[config.mk]
export PLATFORM = sky130hd
export DESIGN_NAME = unsigned_16by8_seq_div
export DESIGN_NICKNAME = d
export VERILOG_FILES = /design/src/rtl/unsigned_16by8_seq_div_pkg.sv /design/src/rtl/unsigned_16by8_seq_div_restore_step.sv /design/src/rtl/unsigned_16by8_seq_div.sv
export SDC_FILE = /design/constraint.sdc
export NUM_CORES = 1
export LEC_CHECK = 0
export ABC_CLOCK_PERIOD_IN_PS = 3700
export CAP_MARGIN = 40
export CORE_UTILIZATION = 45
export CTS_CLUSTER_DIAMETER = 80
export DETAILED_ROUTE_END_ITERATION = 8
export DONT_BUFFER_PORTS = 1
export RECOVER_POWER = 100
export SLEW_MARGIN = 20
export SYNTH_ARGS = -nofsm -noshare
export SYNTH_HDL_FRONTEND = slang
export SYNTH_SLANG_ARGS = --single-unit
export TNS_END_PERCENT = 5
[constraint.sdc]
create_clock -name clk -period 3.7 [get_ports clk]
set_input_delay 0.555 -clock clk [delete_from_list [all_inputs] [get_ports clk]]
set_output_delay 0.555 -clock clk [all_outputs]
set_load 0.02 [all_outputs]
[src/rtl/unsigned_16by8_seq_div_pkg.sv]
// Shared definitions for the unsigned 16-by-8 sequential restoring divider.
// Holds the default operand widths, the FSM state type and a result record
// that both the design and its environment can use.
package unsigned_16by8_seq_div_pkg;

    localparam int DIV_DW = 16;  // dividend / quotient width
    localparam int DIV_VW = 8;   // divisor / remainder width

    typedef enum logic [1:0] {
        ST_IDLE = 2'd0,
        ST_RUN  = 2'd1,
        ST_DONE = 2'd2
    } div_state_e;

    typedef struct packed {
        logic [DIV_DW-1:0] quotient;
        logic [DIV_VW-1:0] remainder;
        logic              div_by_zero;
    } div_result_t;

endpackage

[src/rtl/unsigned_16by8_seq_div_restore_step.sv]
// One restoring-division step, purely combinational.
// Ports:
//   prem_i     restored partial remainder from the previous step (always < divisor)
//   dvd_bit_i  next dividend bit shifted in at the bottom
//   divisor_i  divisor
//   prem_o     partial remainder after this step
//   q_bit_o    quotient bit produced by this step
module unsigned_16by8_seq_div_restore_step #(
    parameter int VW = 8
) (
    input  logic [VW-1:0] prem_i,
    input  logic          dvd_bit_i,
    input  logic [VW-1:0] divisor_i,
    output logic [VW-1:0] prem_o,
    output logic          q_bit_o
);

    // Trial value is one bit wider than the divisor so the shift cannot overflow.
    logic [VW:0] trial;
    logic        ge;

    assign trial   = {prem_i, dvd_bit_i};
    assign ge      = (trial >= {1'b0, divisor_i});
    assign q_bit_o = ge;
    // When ge, trial - divisor < divisor, so the low VW bits of the modular
    // difference are the exact result; when !ge, trial < divisor has a zero MSB.
    assign prem_o  = ge ? (trial[VW-1:0] - divisor_i) : trial[VW-1:0];

endmodule

[src/rtl/unsigned_16by8_seq_div.sv]
// Sequential restoring divider: unsigned DW-bit dividend by VW-bit divisor,
// one quotient bit per clock. A zero divisor finishes immediately with an
// all-ones quotient, zero remainder and div_by_zero set.
// Ports:
//   clk, rst_n                  clock, asynchronous active-low reset
//   in_valid / in_ready         operand handshake (dividend, divisor)
//   out_valid / out_ready       result handshake (quotient, remainder, div_by_zero)
//   dbg_state_o                 current FSM state, for observation only
//
// Handshake: a transfer happens on a rising edge where valid && ready are both
// high. in_ready is high only in IDLE; out_valid is high only in DONE, and the
// result outputs are held stable while out_valid && !out_ready. The two sides
// are never ready in the same state, so a new operand can be accepted at the
// earliest on the edge after the result handshake.
module unsigned_16by8_seq_div
    import unsigned_16by8_seq_div_pkg::*;
#(
    parameter  int DW = DIV_DW,
    parameter  int VW = DIV_VW,
    localparam int CW = $clog2(DW) + 1
) (
    input  logic          clk,
    input  logic          rst_n,
    input  logic          in_valid,
    output logic          in_ready,
    input  logic [DW-1:0] dividend,
    input  logic [VW-1:0] divisor,
    output logic          out_valid,
    input  logic          out_ready,
    output logic [DW-1:0] quotient,
    output logic [VW-1:0] remainder,
    output logic          div_by_zero,
    output div_state_e    dbg_state_o
);

    div_state_e    state_q, state_d;
    // Dividend shift register: dividend bits leave at the top while quotient
    // bits enter at the bottom, so after DW steps it holds the quotient.
    logic [DW-1:0] dvd_q, dvd_d;
    // Restored partial remainder; it is always < divisor, so VW bits suffice.
    // The VW+1-bit shifted trial value is formed inside the step.
    logic [VW-1:0] prem_q, prem_d;
    logic [VW-1:0] dvs_q, dvs_d;
    logic [CW-1:0] cnt_q, cnt_d;
    logic          dbz_q, dbz_d;

    logic [VW-1:0] step_prem;
    logic          step_qbit;

    unsigned_16by8_seq_div_restore_step #(
        .VW(VW)
    ) u_step (
        .prem_i    (prem_q),
        .dvd_bit_i (dvd_q[DW-1]),
        .divisor_i (dvs_q),
        .prem_o    (step_prem),
        .q_bit_o   (step_qbit)
    );

    always_ff @(posedge clk or negedge rst_n) begin
        if (!rst_n) begin
            state_q <= ST_IDLE;
            dvd_q   <= '0;
            prem_q  <= '0;
            dvs_q   <= '0;
            cnt_q   <= '0;
            dbz_q   <= 1'b0;
        end else begin
            state_q <= state_d;
            dvd_q   <= dvd_d;
            prem_q  <= prem_d;
            dvs_q   <= dvs_d;
            cnt_q   <= cnt_d;
            dbz_q   <= dbz_d;
        end
    end

    always_comb begin
        state_d = state_q;
        dvd_d   = dvd_q;
        prem_d  = prem_q;
        dvs_d   = dvs_q;
        cnt_d   = cnt_q;
        dbz_d   = dbz_q;

        unique case (state_q)
            ST_IDLE: begin
                if (in_valid) begin
                    dvd_d  = dividend;
                    prem_d = '0;
                    dvs_d  = divisor;
                    cnt_d  = CW'(DW);
                    dbz_d  = 1'b0;
                    if (divisor != '0) begin
                        state_d = ST_RUN;
                    end else begin
                        state_d = ST_DONE;
                        dvd_d   = '1;
                        dbz_d   = 1'b1;
                    end
                end
            end
            ST_RUN: begin
                dvd_d  = {dvd_q[DW-2:0], step_qbit};
                prem_d = step_prem;
                cnt_d  = cnt_q - CW'(1);
                if (cnt_q == CW'(1)) begin
                    state_d = ST_DONE;
                end
            end
            ST_DONE: begin
                if (out_ready) begin
                    state_d = ST_IDLE;
                    dbz_d   = 1'b0;
                end
            end
            default: begin
                state_d = ST_IDLE;
            end
        endcase
    end

    assign in_ready    = (state_q == ST_IDLE);
    assign out_valid   = (state_q == ST_DONE);
    assign quotient    = dvd_q;
    assign remainder   = prem_q;
    assign div_by_zero = dbz_q;
    assign dbg_state_o = state_q;

endmodule

==> results of run 1 <==
[synthesized netlist by cell type (6+ instances only)]
cell / count / area share
nand3_1: 26 / 0.060
a21oi_1: 10 / 0.023
nor2_1: 8 / 0.014
dfrtp_1: 40 / 0.46
nor3_1: 7 / 0.016
ha_1: 10 / 0.058
inv_1: 12 / 0.021
buf_2: 6 / 0.014
a22oi_1: 15 / 0.052
o21ai_0: 22 / 0.051
nand2_1: 38 / 0.066
[sequential cells by signal (all words and copies together) (netlist names)]
signal and count:
cnt_q 5, dbg_state_o 2, remainder 8, quotient 16
dvs_q 8, div_by_zero 1
[final timing paths]
check	end	depth (start not counted)	start	slack, ns
worst max-delay path	quotient[11]	5	dbg_state_o[0]	0.91
worst min-delay path	dvs_q[0]	2	divisor[0]	0.37
worst max register to register	quotient[11]	5	dbg_state_o[0]	0.91
worst min register to register	cnt_q[4]	1	cnt_q[4]	0.48
max in group asynchronous	quotient[8]	1	rst_n	1.58
min in group asynchronous	dvs_q[4]	1	rst_n	0.88
[per-stage QoR]
step	area, µm²	setup WS [ns]
3_3_place_gp	2190	1.30
6_report	2260	0.909
4_1_cts	2290	1.19
2_1_floorplan	2170	1.79
5_1_grt	2260	0.590
3_5_place_dp	2190	1.22
[logic make-up after synthesis]
family                   after synthesis
XOR/XNOR                               2
adder cells (fa/ha/maj)               11
buffers and inverters                 24
flip-flops                            40
multiplexers                           6
AO/OA/AOI/OAI                         58
AND/OR/NAND/NOR                       96
[per-layer routing]
layer | global-route usage | wire length [µm] | vias to the layer above
li1 | - | - | 831
met2 | 0.305 | 2120 | 51
met3 | 0.0619 | 294 | 6
met5 | 0 | 0 | -
met1 | 0.281 | 2320 | 789
met4 | 0.0667 | 59 | 0
[layout make-up]
type | instances | area (µm²) | area share
timing repair buffer | 4 | 18.8 | 0.00830
sequential | 40 | 1000 | 0.442
inverter | 12 | 45.0 | 0.0199
clock inverter | 1 | 5.00 | 0.00221
tap | 52 | 65.1 | 0.0288
multi-input combinational | 173 | 1050 | 0.466
clock buffer | 6 | 72.6 | 0.0321
[power groups by stage]
stage | registers, mW | logic, mW | clock network (mW)
final | 1.02 | 1.25 | 0.279
after global routing | 1.05 | 1.46 | 0.300
after global placement | 1.03 | 1.23 | 0
after CTS | 1.02 | 1.27 | 0.286
after detailed placement | 1.02 | 1.25 | 0
after floorplan | 0.963 | 1.07 | 0
==> results.md, run 1 <==
- Sw frac: 0.482
- Combinational group share of total power: 0.492
- Final net count: 275
- # diodes: 0
- Cell area power density: about 1100 nW/µm²
- Synthesized area: 2170 µm²
- Placed cells: 279
- Avg WL per Cell: 16.6 µm
- Psw: 1.23 mW
- CP top delay family: simple AND/OR/NAND/NOR gates
- Final Util: 0.502
- # setup viols final: 0
- Pin count of the biggest net entering global routing: 41
- Share of the yosys chip area belonging to registers: 0.462
- Failing checks: capacitance limit, slew limit
- RSZ-0062 raised after global routing: false
- Peak VDD IR: 416 µV
- Syn Inst Count: 237
- Crit path buf inv count: 1
- Setup Fix Bufs, Post-CTS: 0
- Via count: roughly 1.7k
- Normalized max-slew margin: -0.439
- Status: finished, violations left
- Total GRT Usage: 0.203
- CP Cell Sequence: nor2_1 -> and2_0 -> clkbuf_1 -> a22oi_1 -> nand3_1
- # H-tree levels: 2
- Main combinational cell family by area after synthesis: simple AND/OR/NAND/NOR gates
- Post-Synth XOR/XNOR Area: 0.00808
- Post-DP HPWL: 3390 µm
- Max-cap violations: 1
- Multiplexer share of the synthesized area: 0.0283
- Vias in the first global route: 1660
- Syn Area/Cell: 9.15 µm²
- Clock latency on the worst-skew pair: 0.29 ns
- Port buffer count: 0
- Area Overhead vs Synth: 4.33%
- Antenna Nets Post-Route: 0
- Fmax: 0.358 GHz
- Number of vias per cell: 5.82
- Adder-cell area share of the yosys netlist: 0.0669
- Slowest CP cell: clkbuf_1
- Post_cts resized: 0
- Critical path capture point type: flip-flop
- Initial DRC Count: 110
- Min Hold Slack: ~0.37 ns
- CP peak stage delay: 0.80 ns
- Period utilization: 0.754
- Ys async rst share: 1.00
- Die Area: 5100 µm²
- Sequential Power Share: 0.399
- Total CTS buffers: 5
- TNS Setup: 0 ns
- Initial Util: 0.481
- Die Ht: 71.4 µm
- Die W: between 70 and 80 µm
- Cell internal pwr: between 1 and 1.5 mW
- CP Class: flip-flop to flip-flop
- CTS tree: built
- DR pass1 iterations: 4
- Synth Area in Simple Gates: 0.218
- Final slew viol count: 41
- Worst-Margin Slew: 2.16 ns
- # DRC: 0
- Share of post-route cells with drive strength above 1: 0.0593
- #FFs+latches synth: 40
- Commonest non-fill, non-tap cell in the layout: dfrtp_1
- Number of synthesized flops with an enable pin: 0
- Clock buffer depth: 2
- Total power: between 2 and 3 mW
- First-pass GRT wire length: 8010 µm
- Post-Syn Nets: 276
- Total gr overflow: 0
- Synth warnings: 0
- Finished Layout Cells: 288
- # IOs: 57
- Worst-path clk slew: 0.07 ns
- Final min period: 2.79 ns
- Synth Area in Compound Gates: 0.169
- Initial antenna violation count: 0
- Final wirelength: 4790 µm
- Core ar.: ~4500 µm²
- TritonCTS sink count: 40
- Fin. Hold Viols: 0
- Placer Congestion: 0.758
- Critical path startpoint category: flip-flop
- Root Buffer: clkbuf_8
- Worst Skew: 0.00918 ns
- Top_reg_cell synth: dfrtp_1
- Clk pwr share: 0.109
- Row count: 24
- Number of library cell types mapped by synthesis: 38
- Hold_buf cts: 1
- HP Class: input pin to flip-flop
- WP data arrival: 3.00 ns
- CP max FO: 24
- Most frequent cells in the layout: 40 x dfrtp_1, 38 x nand2_1, 26 x nand3_1, 22 x o21ai_0, 15 x a22oi_1
- # fillers: 434
- Crit path required time: 3.91 ns
- P_leak: 1.03 nW
(Power assumes the default switching activity.)
==> inputs of run 2 (changes only) <==
--- a/config.mk
+++ b/config.mk
@@ -5,7 +5,7 @@
 export SDC_FILE = /design/constraint.sdc
 export NUM_CORES = 1
 export LEC_CHECK = 0
-export ABC_CLOCK_PERIOD_IN_PS = 3700
+export ABC_CLOCK_PERIOD_IN_PS = 2850
 export CAP_MARGIN = 40
 export CORE_UTILIZATION = 45
 export CTS_CLUSTER_DIAMETER = 80
==> constraint.sdc (replaced) <==
create_clock -name clk -period 2.85 [get_ports clk]
set_input_delay 0.4275 -clock clk [delete_from_list [all_inputs] [get_ports clk]]
set_output_delay 0.4275 -clock clk [all_outputs]
set_load 0.02 [all_outputs]
==> run 2 against run 1 <==
Net effect:
- the flow still finishes with violations (capacitance limit, slew limit)
- combinational power increased by 32%
- die area unchanged
- sequential power increased by 29%
- first-iteration DRC count increased by 26%
- setup slack got worse by 0.42 ns
- fmax increased by 18%
- non-clock buffer count increased by 3
- via count increased by 1.7%
- sequential share of layout area decreased by 1.4 points
- clock skew decreased by 0.0060 ns
- power increased by 36%
- clock power increased by 78%
==> results.md, run 2 (synthesis gave the netlist of run 1 again) <==
- Crit path buf inv count: 1 (unchanged)
- Worst Skew: 0.00317 ns (was 0.00918 ns)
- Share of post-route cells with drive strength above 1: 0.0750 (was 0.0593)
- P_leak: 1.07 nW (was 1.03 nW)
- Die Ht: 71.4 µm (unchanged)
- Commonest non-fill, non-tap cell in the layout: dfrtp_1 (unchanged)
- CP peak stage delay: 0.48 ns (was 0.80 ns)
- First-pass GRT wire length: 8360 µm (was 8010 µm)
- Worst-Margin Slew: 1.75 ns (was 2.16 ns)
- Sw frac: 0.467 (was 0.482)
- Initial antenna violation count: 0 (unchanged)
- Fin. Hold Viols: 0 (unchanged)
- Fmax: 0.424 GHz (was 0.358 GHz)
- Finished Layout Cells: 292 (was 288)
- Total gr overflow: 0 (unchanged)
- Max-cap violations: 1 (unchanged)
- CP Class: flip-flop to flip-flop (unchanged)
- Die W: 71.4 µm (unchanged)
- Min Hold Slack: 0.241 ns (was 0.372 ns)
- Placer Congestion: 0.780 (was 0.758)
- CP max FO: 7 (was 24)
- # diodes: 0 (unchanged)
- HP Class: input pin to flip-flop (unchanged)
- Worst-path clk slew: 0.08 ns (was 0.07 ns)
- Pin count of the biggest net entering global routing: 41 (unchanged)
- Crit path required time: 3.03 ns (was 3.91 ns)
- Final wirelength: 4840 µm (was 4790 µm)
- Clk pwr share: 0.143 (was 0.109)
- Critical path startpoint category: flip-flop (unchanged)
- Total GRT Usage: 0.214 (was 0.203)
- Total CTS buffers: 5 (unchanged)
- Die Area: 5100 µm² (unchanged)
- Reg-to-reg slack, setup: 0.49 ns (was 0.91 ns)
- TritonCTS sink count: 40 (unchanged)
- Placed cells: 282 (was 279)
- Area Overhead vs Synth: 7.62% (was 4.33%)
- Clock buffer depth: 2 (unchanged)
- Status: finished, violations left (unchanged)
- Final slew viol count: 41 (unchanged)
- Slowest CP cell: dfrtp_1 (was clkbuf_1)
- Psw: 1.62 mW (was 1.23 mW)
- Core ar.: 4500 µm² (unchanged)
- Most frequent cells in the layout: 40 x dfrtp_1, 38 x nand2_1, 26 x nand3_1, 22 x o21ai_0, 15 x a22oi_1 (unchanged)
- Number of vias per cell: 5.84 (was 5.82)
- Cell area power density: 1480 nW/µm² (was 1130 nW/µm²)
- Initial DRC Count: 139 (was 110)
- Clock latency on the worst-skew pair: 0.29 ns (about the same)
- # IOs: 57 (unchanged)
- CTS tree: built (unchanged)
- Antenna Nets Post-Route: 0 (unchanged)
- Sequential Power Share: 0.380 (was 0.399)
- Vias in the first global route: 1703 (was 1660)
- Port buffer count: 0 (unchanged)
- Initial Util: 0.481 (unchanged)
- Most used cell, CP: a21oi_1
- Failing checks: capacitance limit, slew limit (unchanged)
- DR pass1 iterations: 5 (was 4)
- CP Cell Sequence: ha_1 -> a21oi_1 -> o221ai_1 -> a21oi_1 -> clkbuf_1 -> nor3_1 -> mux2i_1 -> nand2_1 (was nor2_1 -> and2_0 -> clkbuf_1 -> a22oi_1 -> nand3_1)
- Period utilization: 0.827 (was 0.754)
- # setup viols final: 0 (unchanged)
- Combinational group share of total power: 0.476 (was 0.492)
- Post-DP HPWL: 3390 µm (about the same)
- Normalized max-slew margin: -0.166 (was -0.439)
- Critical path capture point type: flip-flop (unchanged)
- RSZ-0062 raised after global routing: false (unchanged)
- Root Buffer: clkbuf_8 (unchanged)
- TNS Setup: 0 ns (unchanged)
- CP top delay family: compound AO/OA/AOI/OAI gates (was simple AND/OR/NAND/NOR gates)
- WP data arrival: 2.54 ns (was 3.00 ns)
- Cell internal pwr: 1.85 mW (was 1.32 mW)
- Row count: 24 (unchanged)
- Avg WL per Cell: 16.6 µm (about the same)
- Via count: 1705 (was 1677)
- Max FFs per register: 16 (unchanged)
- # DRC: 0 (unchanged)
- Peak VDD IR: 584 µV (was 416 µV)
- Final net count: 278 (was 275)
- Final min period: 2.36 ns (was 2.79 ns)
- # H-tree levels: 2 (unchanged)
==> run 2: cell type report <==
cell class	instances	area [µm²]
repair buffers	7	50.0
multi-input cells	173	1050
clock buffers	6	82.6
inverters	12	45.0
flip-flops and latches	40	1000
clock inverters	2	38.8
fillers	432	2170
well taps	52	65.1
==> run 2: final timing paths <==
check	from	endpoint	depth (start not counted)
setup / recovery	remainder[3]	remainder[7]	8
hold / removal	divisor[0]	dvs_q[0]	2
setup reg to reg	remainder[3]	remainder[7]	8
hold reg to reg	cnt_q[4]	cnt_q[4]	1
max in group asynchronous	rst_n	quotient[7]	2
min in group asynchronous	rst_n	remainder[2]	2
==> run 2: repair_timing <==
item	in CTS	in global routing
hold buffers	2	0
resized for setup	0	0
setup buffers	0	0
endpoints found under the setup margin	0	0
endpoints found under the hold margin	40	0
==> run 2: worst register-to-register path: stages (launching register included) <==
cell      delay [ns]
dfrtp_1         0.48
ha_1            0.40
a21oi_1         0.22
o221ai_1        0.15
a21oi_1         0.44
clkbuf_1        0.29
nor3_1          0.07
mux2i_1         0.13
nand2_1         0.06
==> run 2: power groups by stage <==
stage / registers, mW / logic (mW) / clock network [mW]
floorplan: 1.25 / 1.39 / 0
global placement: 1.33 / 1.65 / 0
global route: 1.37 / 1.93 / 0.539
detailed placement: 1.33 / 1.68 / 0
CTS: 1.32 / 1.70 / 0.513
finish: 1.32 / 1.65 / 0.497
==> run 2: through the flow <==
stage / total power [mW] / worst slack, ns / util / cell area, µm²
6_report: 3.46 / 0.494 / 0.518 / 2330
5_1_grt: 3.84 / 0.207 / 0.518 / 2330
2_1_floorplan: 2.64 / 0.943 / - / 2170
3_5_place_dp: 3.01 / 0.610 / 0.491 / 2210
3_3_place_gp: 2.98 / 0.653 / 0.491 / 2210
4_1_cts: 3.53 / 0.581 / 0.524 / 2360
==> run 2: per-layer routing <==
metal  track usage  vias to the layer above  share of wire
met4        0.0533                        0         0.0054
li1              -                      835              -
met1         0.302                      813           0.48
met5             0                        -              0
met2         0.320                       55           0.46
met3        0.0703                        2          0.056
==> patch (flow settings as in run 2) <==
Change the package constant `DIV_DW` from 16 to 32.
--- a/src/rtl/unsigned_16by8_seq_div_pkg.sv
+++ b/src/rtl/unsigned_16by8_seq_div_pkg.sv
@@ -5,3 +5,3 @@
 
-    localparam int DIV_DW = 16;  // dividend / quotient width
+    localparam int DIV_DW = 32;  // dividend / quotient width
     localparam int DIV_VW = 8;   // divisor / remainder width
Ports: changed (resized dividend and quotient); port bits go from 57 to 89. The function was not compared with the original's and may differ.
==> patch against run 2 <==
  * Core utilization down 0.60 points
  * Critical path depth fell by 6
  * Cell area up 52%
  * Setup slack worse by 0.051 ns
  * Critical endpoint is now out_valid
  * Critical path type is now register to primary output
  * Sequential cell count up 17
  * Final cell count up 54%
  * Largest power group unchanged
  * Clock power grew 51%
  * Count of clock-buffer cells in the layout up 3
  * Wire length increased by 65%
  * First-iteration DRC count rose by 7.2%
  * Synthesized area rose by 53%
  * Total power increased by 36%
  * Sequential power increased by 43%
  * Synthesized cell count rose by 51%
==> patch: results (changes against run 2) <==
Placed design
  – Placed insts: 433 (was 282)
  – RePlAce Congestion: 0.844 (was 0.780)
  – DP Worst Slack: 0.680 ns (was 0.610 ns)
  – HPWL after detailed placement: 5240 um (was 3390 um)
  – DP Area: 3370 sq um (was 2210 sq um)

Global routing
  – Maximum number of pins on one net before global-route repair: 58 (was 41)
  – Global Route Usage Sum: 0.219 (was 0.214)
  – Vias in the first global route: 2547 (was 1703)
  – Met1 Use GR: 0.301 (was 0.302)
  – Met3 Usage GRT: 0.0584 (was 0.0703)
  – First-pass GRT wire length: 13000 um (was 8360 um)

Worst setup path
  – R2R depth: 6 (was 8)
  – CP max FO: 25 (was 7)
  – Data arrival, critical path: 1.98 ns (was 2.54 ns)
  – Crit path largest cell delay: 0.89 ns (was 0.48 ns)
  – Family with the most delay on the worst path: buffers and inverters (was compound AO/OA/AOI/OAI gates)

Logic synthesis
  – XOR/XNOR share of the synthesized area: 0.0184 (was 0.00808)
  – Mux contribution to synthesized area: 0.0124 (was 0.0283)
  – Synth top area cells: dfrtp_1 43%, a221o_1 9.3%, nor2b_1 7.2% (was dfrtp_1 46%, nand2_1 6.6%, nand3_1 6.0%)
  – Post-Synthesis Cells: 357 (was 237)
  – Seq/Total Area, Yosys: 0.429 (was 0.462)
  – Unique masters post-synth: 46 (was 38)
  – Post-synth top cells: 57 x dfrtp_1, 38 x nor2b_1, 37 x a21oi_1 (was 40 x dfrtp_1, 38 x nand2_1, 26 x nand3_1)
  – Synth Area in Adders: 0.0437 (was 0.0669)

Power
  – VDD IR-drop max: 0.000584 V (about the same)
  – Static leakage: 0.00152 uW (was 0.00107 uW)
  – P per Cell Area: 1320 nW/um^2 (was 1480 nW/um^2)
  – Seq pwr: 1890 uW (was 1320 uW)

Finish
  – Fillers: 671 (was 432)
  – Layout cells sized above 1: 0.0873 (was 0.0750)
  – Max reg flops: 32 (was 16)
  – Final Instance Count excl. Fillers: 451 (was 292)
  – Register area: 1430 sq um (was 1000 sq um)
  – Final Net Count: 405 (was 278)

Status
  – Outcome: finished, final reports clean (was finished with violations)

Timing
  – Relative slew margins: 0.0596 (was -0.166)
  – Final setup skew: 0.00793 ns (was 0.00317 ns)

Drt
  – Via-per-instance ratio: 5.93 (was 5.84)
  – Met2 WL: 3660 um (was 2230 um)
  – Wire per inst: 17.7 um (was 16.6 um)
  – Met1 wire length: 3620 um (was 2310 um)
  – Routed length on met3: 612 um (was 269 um)
  – DRT iter0 DRCs: 149 (was 139)

Clocking
  – CTS buffer count: 9 (was 5)
  – CTS HTree Levels: 3 (was 2)
-- patch: final timing paths --
kind | end | slack, ns | start
max in group asynchronous | dvs_q[0]$_DFFE_PN0P_ | 1.01 | rst_n
hold / removal | dvs_q[3]$_DFFE_PN0P_ | 0.21 | divisor[3]
setup reg to reg | quotient[20]$_DFFE_PN0P_ | 0.54 | dbg_state_o[1]$_DFFE_PN0P_
setup / recovery | out_valid | 0.44 | dbg_state_o[0]$_DFFE_PN0P_
min in group asynchronous | quotient[25]$_DFFE_PN0P_ | 0.98 | rst_n
hold reg to reg | cnt_q[1]$_DFFE_PN0P_ | 0.53 | cnt_q[1]$_DFFE_PN0P_
-- patch: area by class of cell --
| cell class | instances | share of cell area |
|---|---|---|
| clock buffer | 9 | 0.0348 |
| clock inverter | 7 | 0.0201 |
| inverter | 13 | 0.0137 |
| multi-input combinational | 259 | 0.477 |
| sequential | 57 | 0.401 |
| tap | 96 | 0.0338 |
| timing repair buffer | 10 | 0.0190 |
